==> src/rtl/stopwatch_ctrl.sv <==
`default_nettype none
// ============================================================================
//  Module      : stopwatch_ctrl
//  Description : Control FSM for a BCD mm:ss stopwatch. Turns debounced
//                start/stop, lap and clear levels into a one-cycle count
//                enable tick and a one-cycle counter clear pulse. Freezes the
//                display while in LAP. Can optionally saturate at 59:59.
//  Revision    : 1.0  initial release
// ============================================================================
module stopwatch_ctrl #(
    parameter int DIV_MAX  = 49_999_999,
    parameter bit SATURATE = 1'b1
) (
    input  logic        clk,
    input  logic        rst,
    input  logic        start_stop,
    input  logic        lap,
    input  logic        clear,
    input  logic [15:0] cntr,
    output logic        time_en,
    output logic        cnt_rst,
    output logic [15:0] disp,
    output logic [1:0]  state,
    output logic        running
);

    localparam int                 c_DIV_W   = (DIV_MAX < 1) ? 1 : $clog2(DIV_MAX + 1);
    localparam logic [c_DIV_W-1:0] c_DIV_TC  = c_DIV_W'(DIV_MAX);
    localparam logic [15:0]        c_SAT_VAL = 16'h5959;

    typedef enum logic [1:0] {
        S_IDLE  = 2'b00,
        S_RUN   = 2'b01,
        S_PAUSE = 2'b10,
        S_LAP   = 2'b11
    } state_t;

    state_t               r_state;
    state_t               w_state_nxt;
    logic [c_DIV_W-1:0]   r_div_cnt;
    logic [c_DIV_W-1:0]   w_div_nxt;
    logic [15:0]          r_lap_val;
    logic [15:0]          w_lap_val_nxt;
    logic                 r_cnt_rst;
    logic                 w_cnt_rst_nxt;
    logic                 r_ss_q;
    logic                 r_lap_q;
    logic                 r_clr_q;

    logic                 w_ev_ss;
    logic                 w_ev_lap;
    logic                 w_ev_clr;
    logic                 w_run_any;
    logic                 w_tc;
    logic                 w_sat_hit;

    // Rising-edge events: a held button produces a single event
    assign w_ev_ss   = start_stop & ~r_ss_q;
    assign w_ev_lap  = lap        & ~r_lap_q;
    assign w_ev_clr  = clear      & ~r_clr_q;

    assign w_run_any = (r_state == S_RUN) || (r_state == S_LAP);
    assign w_tc      = (r_div_cnt == c_DIV_TC);
    // The tick that would carry 59:59 over is swallowed and the watch pauses
    assign w_sat_hit = SATURATE && (cntr == c_SAT_VAL) && w_run_any && w_tc;

    assign time_en   = w_run_any && w_tc && !w_sat_hit;
    assign cnt_rst   = r_cnt_rst;
    assign disp      = (r_state == S_LAP) ? r_lap_val : cntr;
    assign state     = r_state;
    assign running   = w_run_any;

    // Register button levels for edge detection
    always_ff @(posedge clk) begin
        if (rst) begin
            r_ss_q  <= 1'b0;
            r_lap_q <= 1'b0;
            r_clr_q <= 1'b0;
        end else begin
            r_ss_q  <= start_stop;
            r_lap_q <= lap;
            r_clr_q <= clear;
        end
    end

    // State, prescaler, lap snapshot and clear pulse registers
    always_ff @(posedge clk) begin
        if (rst) begin
            r_state   <= S_IDLE;
            r_div_cnt <= '0;
            r_lap_val <= '0;
            r_cnt_rst <= 1'b0;
        end else begin
            r_state   <= w_state_nxt;
            r_div_cnt <= w_div_nxt;
            r_lap_val <= w_lap_val_nxt;
            r_cnt_rst <= w_cnt_rst_nxt;
        end
    end

    // Next-state decode; a higher-priority event masks lower ones in the
    // same cycle even when the state ignores that higher-priority event
    always_comb begin
        w_state_nxt   = r_state;
        w_div_nxt     = r_div_cnt;
        w_lap_val_nxt = r_lap_val;
        w_cnt_rst_nxt = 1'b0;

        // Prescaler: runs in RUN/LAP, keeps the partial second in PAUSE
        case (r_state)
            S_IDLE:        w_div_nxt = '0;
            S_RUN, S_LAP:  w_div_nxt = w_tc ? '0 : r_div_cnt + 1'b1;
            default:       w_div_nxt = r_div_cnt;
        endcase

        case (r_state)
            S_IDLE: begin
                if (w_ev_clr) begin
                    w_cnt_rst_nxt = 1'b1;
                end else if (w_ev_ss) begin
                    w_state_nxt = S_RUN;
                end
            end
            S_RUN: begin
                if (!w_ev_clr) begin
                    if (w_ev_ss) begin
                        w_state_nxt = S_PAUSE;
                    end else if (w_ev_lap) begin
                        w_state_nxt   = S_LAP;
                        w_lap_val_nxt = cntr;
                    end
                end
            end
            S_LAP: begin
                if (!w_ev_clr) begin
                    if (w_ev_ss) begin
                        w_state_nxt = S_PAUSE;
                    end else if (w_ev_lap) begin
                        w_state_nxt = S_RUN;
                    end
                end
            end
            S_PAUSE: begin
                if (w_ev_clr) begin
                    w_state_nxt   = S_IDLE;
                    w_cnt_rst_nxt = 1'b1;
                end else if (w_ev_ss) begin
                    w_state_nxt = S_RUN;
                end
            end
            default: w_state_nxt = S_IDLE;
        endcase

        // Saturation overrides any button activity in that cycle
        if (w_sat_hit) begin
            w_state_nxt   = S_PAUSE;
            w_div_nxt     = '0;
            w_lap_val_nxt = r_lap_val;
        end
    end

endmodule
`default_nettype wire

==> config.mk <==
export PLATFORM = sky130hd
export DESIGN_NAME = stopwatch_ctrl
export DESIGN_NICKNAME = d
export VERILOG_FILES = /design/src/rtl/stopwatch_ctrl.sv
export SDC_FILE = /design/constraint.sdc
export NUM_CORES = 1
export LEC_CHECK = 0
export CAP_MARGIN = 20
export CORE_MARGIN = 5
export CORE_UTILIZATION = 58
export CTS_CLUSTER_SIZE = 10
export DETAILED_ROUTE_END_ITERATION = 10
export PLACE_DENSITY_LB_ADDON = 0.05
export SLEW_MARGIN = 20
export SYNTH_ARGS = -nofsm -noshare
export SYNTH_HDL_FRONTEND = slang
export SYNTH_SLANG_ARGS = --single-unit
==> constraint.sdc <==
create_clock -name clk -period 5 [get_ports clk]
set_input_delay 1 -clock clk [delete_from_list [all_inputs] [get_ports clk]]
set_output_delay 1 -clock clk [all_outputs]
set_load 0.005 [all_outputs]
==> metrics <==
# diodes 0; Final min period 3.72 ns; placed instance area 3170 um2; ys async rst share 0%; Avg Cell Area, Syn 8.63 um2; CP Cell Sequence clkdlybuf4s50_1 -> nor4bb_1 -> nand4_1 -> nor2b_1 -> nor4_1 -> clkdlybuf4s50_1; maximum vdd drop 154 uV; Final Hold Vio Count 0; post-CTS sizing 0; initial antenna violation count 0; FILL cells 392; # port buffers 41; Seq cells post-synth 48; Hold Buf Count CTS 0; RSZ-0062 raised after global routing false; Worst Hold Slack 0.477 ns; met3 usage 5.10%; nets@finish 374; R2R setup slack 2.47 ns; critical path launch point cntr[4]; I/O pin count 42; Power Density 239 nW/um2; outcome complete, no violations; clk_skew 0.00975 ns; gr ovfl total 0; Cell Area, Synth 2770 um2; Max Slew Vio Count 0; Remaining DRCs 0; actual slew at the worst max-slew pin 1.08 ns; Critical-path top delay cell clkdlybuf4s50_1; Vias/cell 6.02; worst hold path depth 2; worst path bufs/invs 2; share of layout cells above drive strength 1 10.5%; drt wl/cell 15.4 um; maxcap violations 0; Initial Util 59.0%; FF-to-FF path depth 6; Setup CP Type in2out; Largest stage delay, worst path 0.50 ns; core area 4690 um2; Setup-failing EPs final 0; Mapped Nets 343; first-pass GRT wire length 10.8 mm; WL final 6.28 mm; initial DRC count 100; met1 usage 26.4%; pin count of the biggest net entering global routing 39; LEAKAGE 1.07 nW; WP data arrival 2.72 ns; Hold Path Class reg2reg; Total Routing Usage GR 21.3%; hold endpoint r_lap_val[10]$_SDFFE_PP0P_; worst r2r src r_div_cnt[0]$_SDFFE_PP0P_; 1st-pass router iterations 4; die area 6260 um2; ANT nets after route 0; Synth area leaders dfxtp_1, nand2b_1, mux2_2, mux2i_1, a21oi_1; Seq/Total Area, Yosys 34.7%; CTS tree done; CP delay by family, top buffers and inverters; CTS root buffer clkbuf_8; Synth top area share 34.7%; cells after synthesis 321; Yosys top cell by area dfxtp_1; period utilisation layout 74.4%; number of global-route vias before repair 2,326; Crit path required time 4.00 ns; via count of the routed design 2,450; Synth cell types 52; RR Endpoint r_div_cnt[18]$_SDFFE_PP0P_; Die Y 79.1 um; post-CTS setup repair buffer count 0; CTS Buffer Depth 2; Finished Layout Cells 407; number of buffers created by CTS 5; Primary FF master, synth dfxtp_1; P&R area growth vs syn 19.0%; met2 usage 36.5%; Most Crowded Layer GR met2; Ys Warns 0; # H-tree levels 2; Slew HR 27.8%; clk slew on worst S/H paths 0.09 ns; largest fanout on the critical path 3; Final GP Congestion 0.882; min-delay src r_lap_val[10]$_SDFFE_PP0P_; crit path capture type output pin; Die Span X 79.1 um; worst skew pair latency 0.30 ns; Sink Count 48; CP most frequent cell clkdlybuf4s50_1; DP Wirelength 4.30 mm; fmax 0.269 GHz; EDFF count, synth 0; Startpoint Class input pin; Final Cell Area 3290 um2; TNS Setup 0 ns; num rows 25; placed insts 399
[cells by family (layout without fill, tap and decap cells)]
group                    Yosys count  after routing  share of synthesized area [%]
AND/OR/NAND/NOR                  156            156                           34.2
AO/OA/AOI/OAI                     58             58                           13.5
flip-flops                        48             48                           34.7
multiplexers                      33             33                           12.7
buffers and inverters             23             55                           3.84
XOR/XNOR                           2              2                          0.633
adder cells (fa/ha/maj)            1              1                          0.452
[layout make-up]
cell class	count	area, um2	share of cell area, %
clock buffers	6	82.6	2.51
clock inverters	2	38.8	1.18
inverters	4	15.0	0.456
multi-input cells	250	1700	51.7
flip-flops and latches	48	961	29.2
well taps	54	67.6	2.05
repair buffers	43	425	12.9
[where the power goes]
part	internal (W)	switching, W	total, W
clock	0.000164	0.000131	0.000295
sequential	0.000387	0.00000308	0.000391
combinational	0.0000542	0.0000476	0.000102
[metrics by stage]
step	util [%]	power [W]	worst slack, ns
after floorplan	-	0.000454	2.38
after detailed placement	67.6	0.000501	1.26
after global routing	70.2	0.000825	1.16
final	70.2	0.000787	1.28
after global placement	67.6	0.000501	1.30
after CTS	70.2	0.000796	1.25
[worst max-delay path by stage]
stage | end | slack (ns) | depth (start not counted)
floorplan | time_en | 2.38 | 4
global placement | time_en | 1.30 | 6
detailed placement | time_en | 1.26 | 6
CTS | time_en | 1.25 | 6
global route | time_en | 1.16 | 6
finish | time_en | 1.28 | 6
[Yosys cell counts, drive strengths merged, types with 2 or more instances]
library cell and count:
clkbuf 14, nor2 19, a21oi 18, and3 6, nor4 5, and4 3, a211oi 5, or3 2
a311oi 4, mux2i 17, and2 3, nand4b 2, nor2b 8, o21ai 6, nor3 7, nor3b 5
nand3 13, nor4bb 2, nor4b 3, nand4 12, buf 5, nand2 24, a31oi 12, nand2b 34
nand3b 2, a22oi 4, or4 3, dfxtp 48, inv 4, mux2 16, xnor2 2
[layout by cell type, fill, tap and decap left out, types with 2 or more instances in the layout]
cell / count
a211oi_1: 5
a21oi_1: 18
a22oi_1: 4
a311oi_1: 4
a31oi_1: 12
and2_1: 3
and3_1: 6
and4_1: 2
buf_4: 2
clkbuf_8: 6
clkdlybuf4s50_1: 41
dfxtp_1: 48
inv_1: 4
mux2_2: 16
mux2i_1: 17
nand2_1: 24
nand2b_1: 34
nand3_1: 13
nand3b_1: 2
nand4_1: 10
nand4_2: 2
nand4b_1: 2
nor2_1: 18
nor2b_1: 7
nor3_1: 6
nor3b_1: 4
nor4_1: 5
nor4b_2: 2
nor4bb_1: 2
o21ai_0: 6
or3_1: 2
or4_1: 3
xnor2_1: 2
[metal layers]
| layer | share of wire [%] | wire (um) |
|---|---|---|
| met2 | 47 | 2930 |
| met3 | 4.9 | 309 |
| met5 | 0 | 0 |
| met4 | 1.1 | 68 |
| met1 | 47 | 2970 |
[tightest hold or removal path: cells and delay by family (launching register included)]
| kind | cells | cell delay (ns) |
|---|---|---|
| flops | 1 | 0.32 |
| mux | 1 | 0.05 |
| simple gates | 1 | 0.06 |
[sequential cells by signal (all words and copies together) (netlist names)]
signal and count:
cnt_rst 1, r_clr_q 1, r_div_cnt 26, r_lap_q 1, r_lap_val 16, r_ss_q 1
state 2
Power figures use the tool's default switching activity.
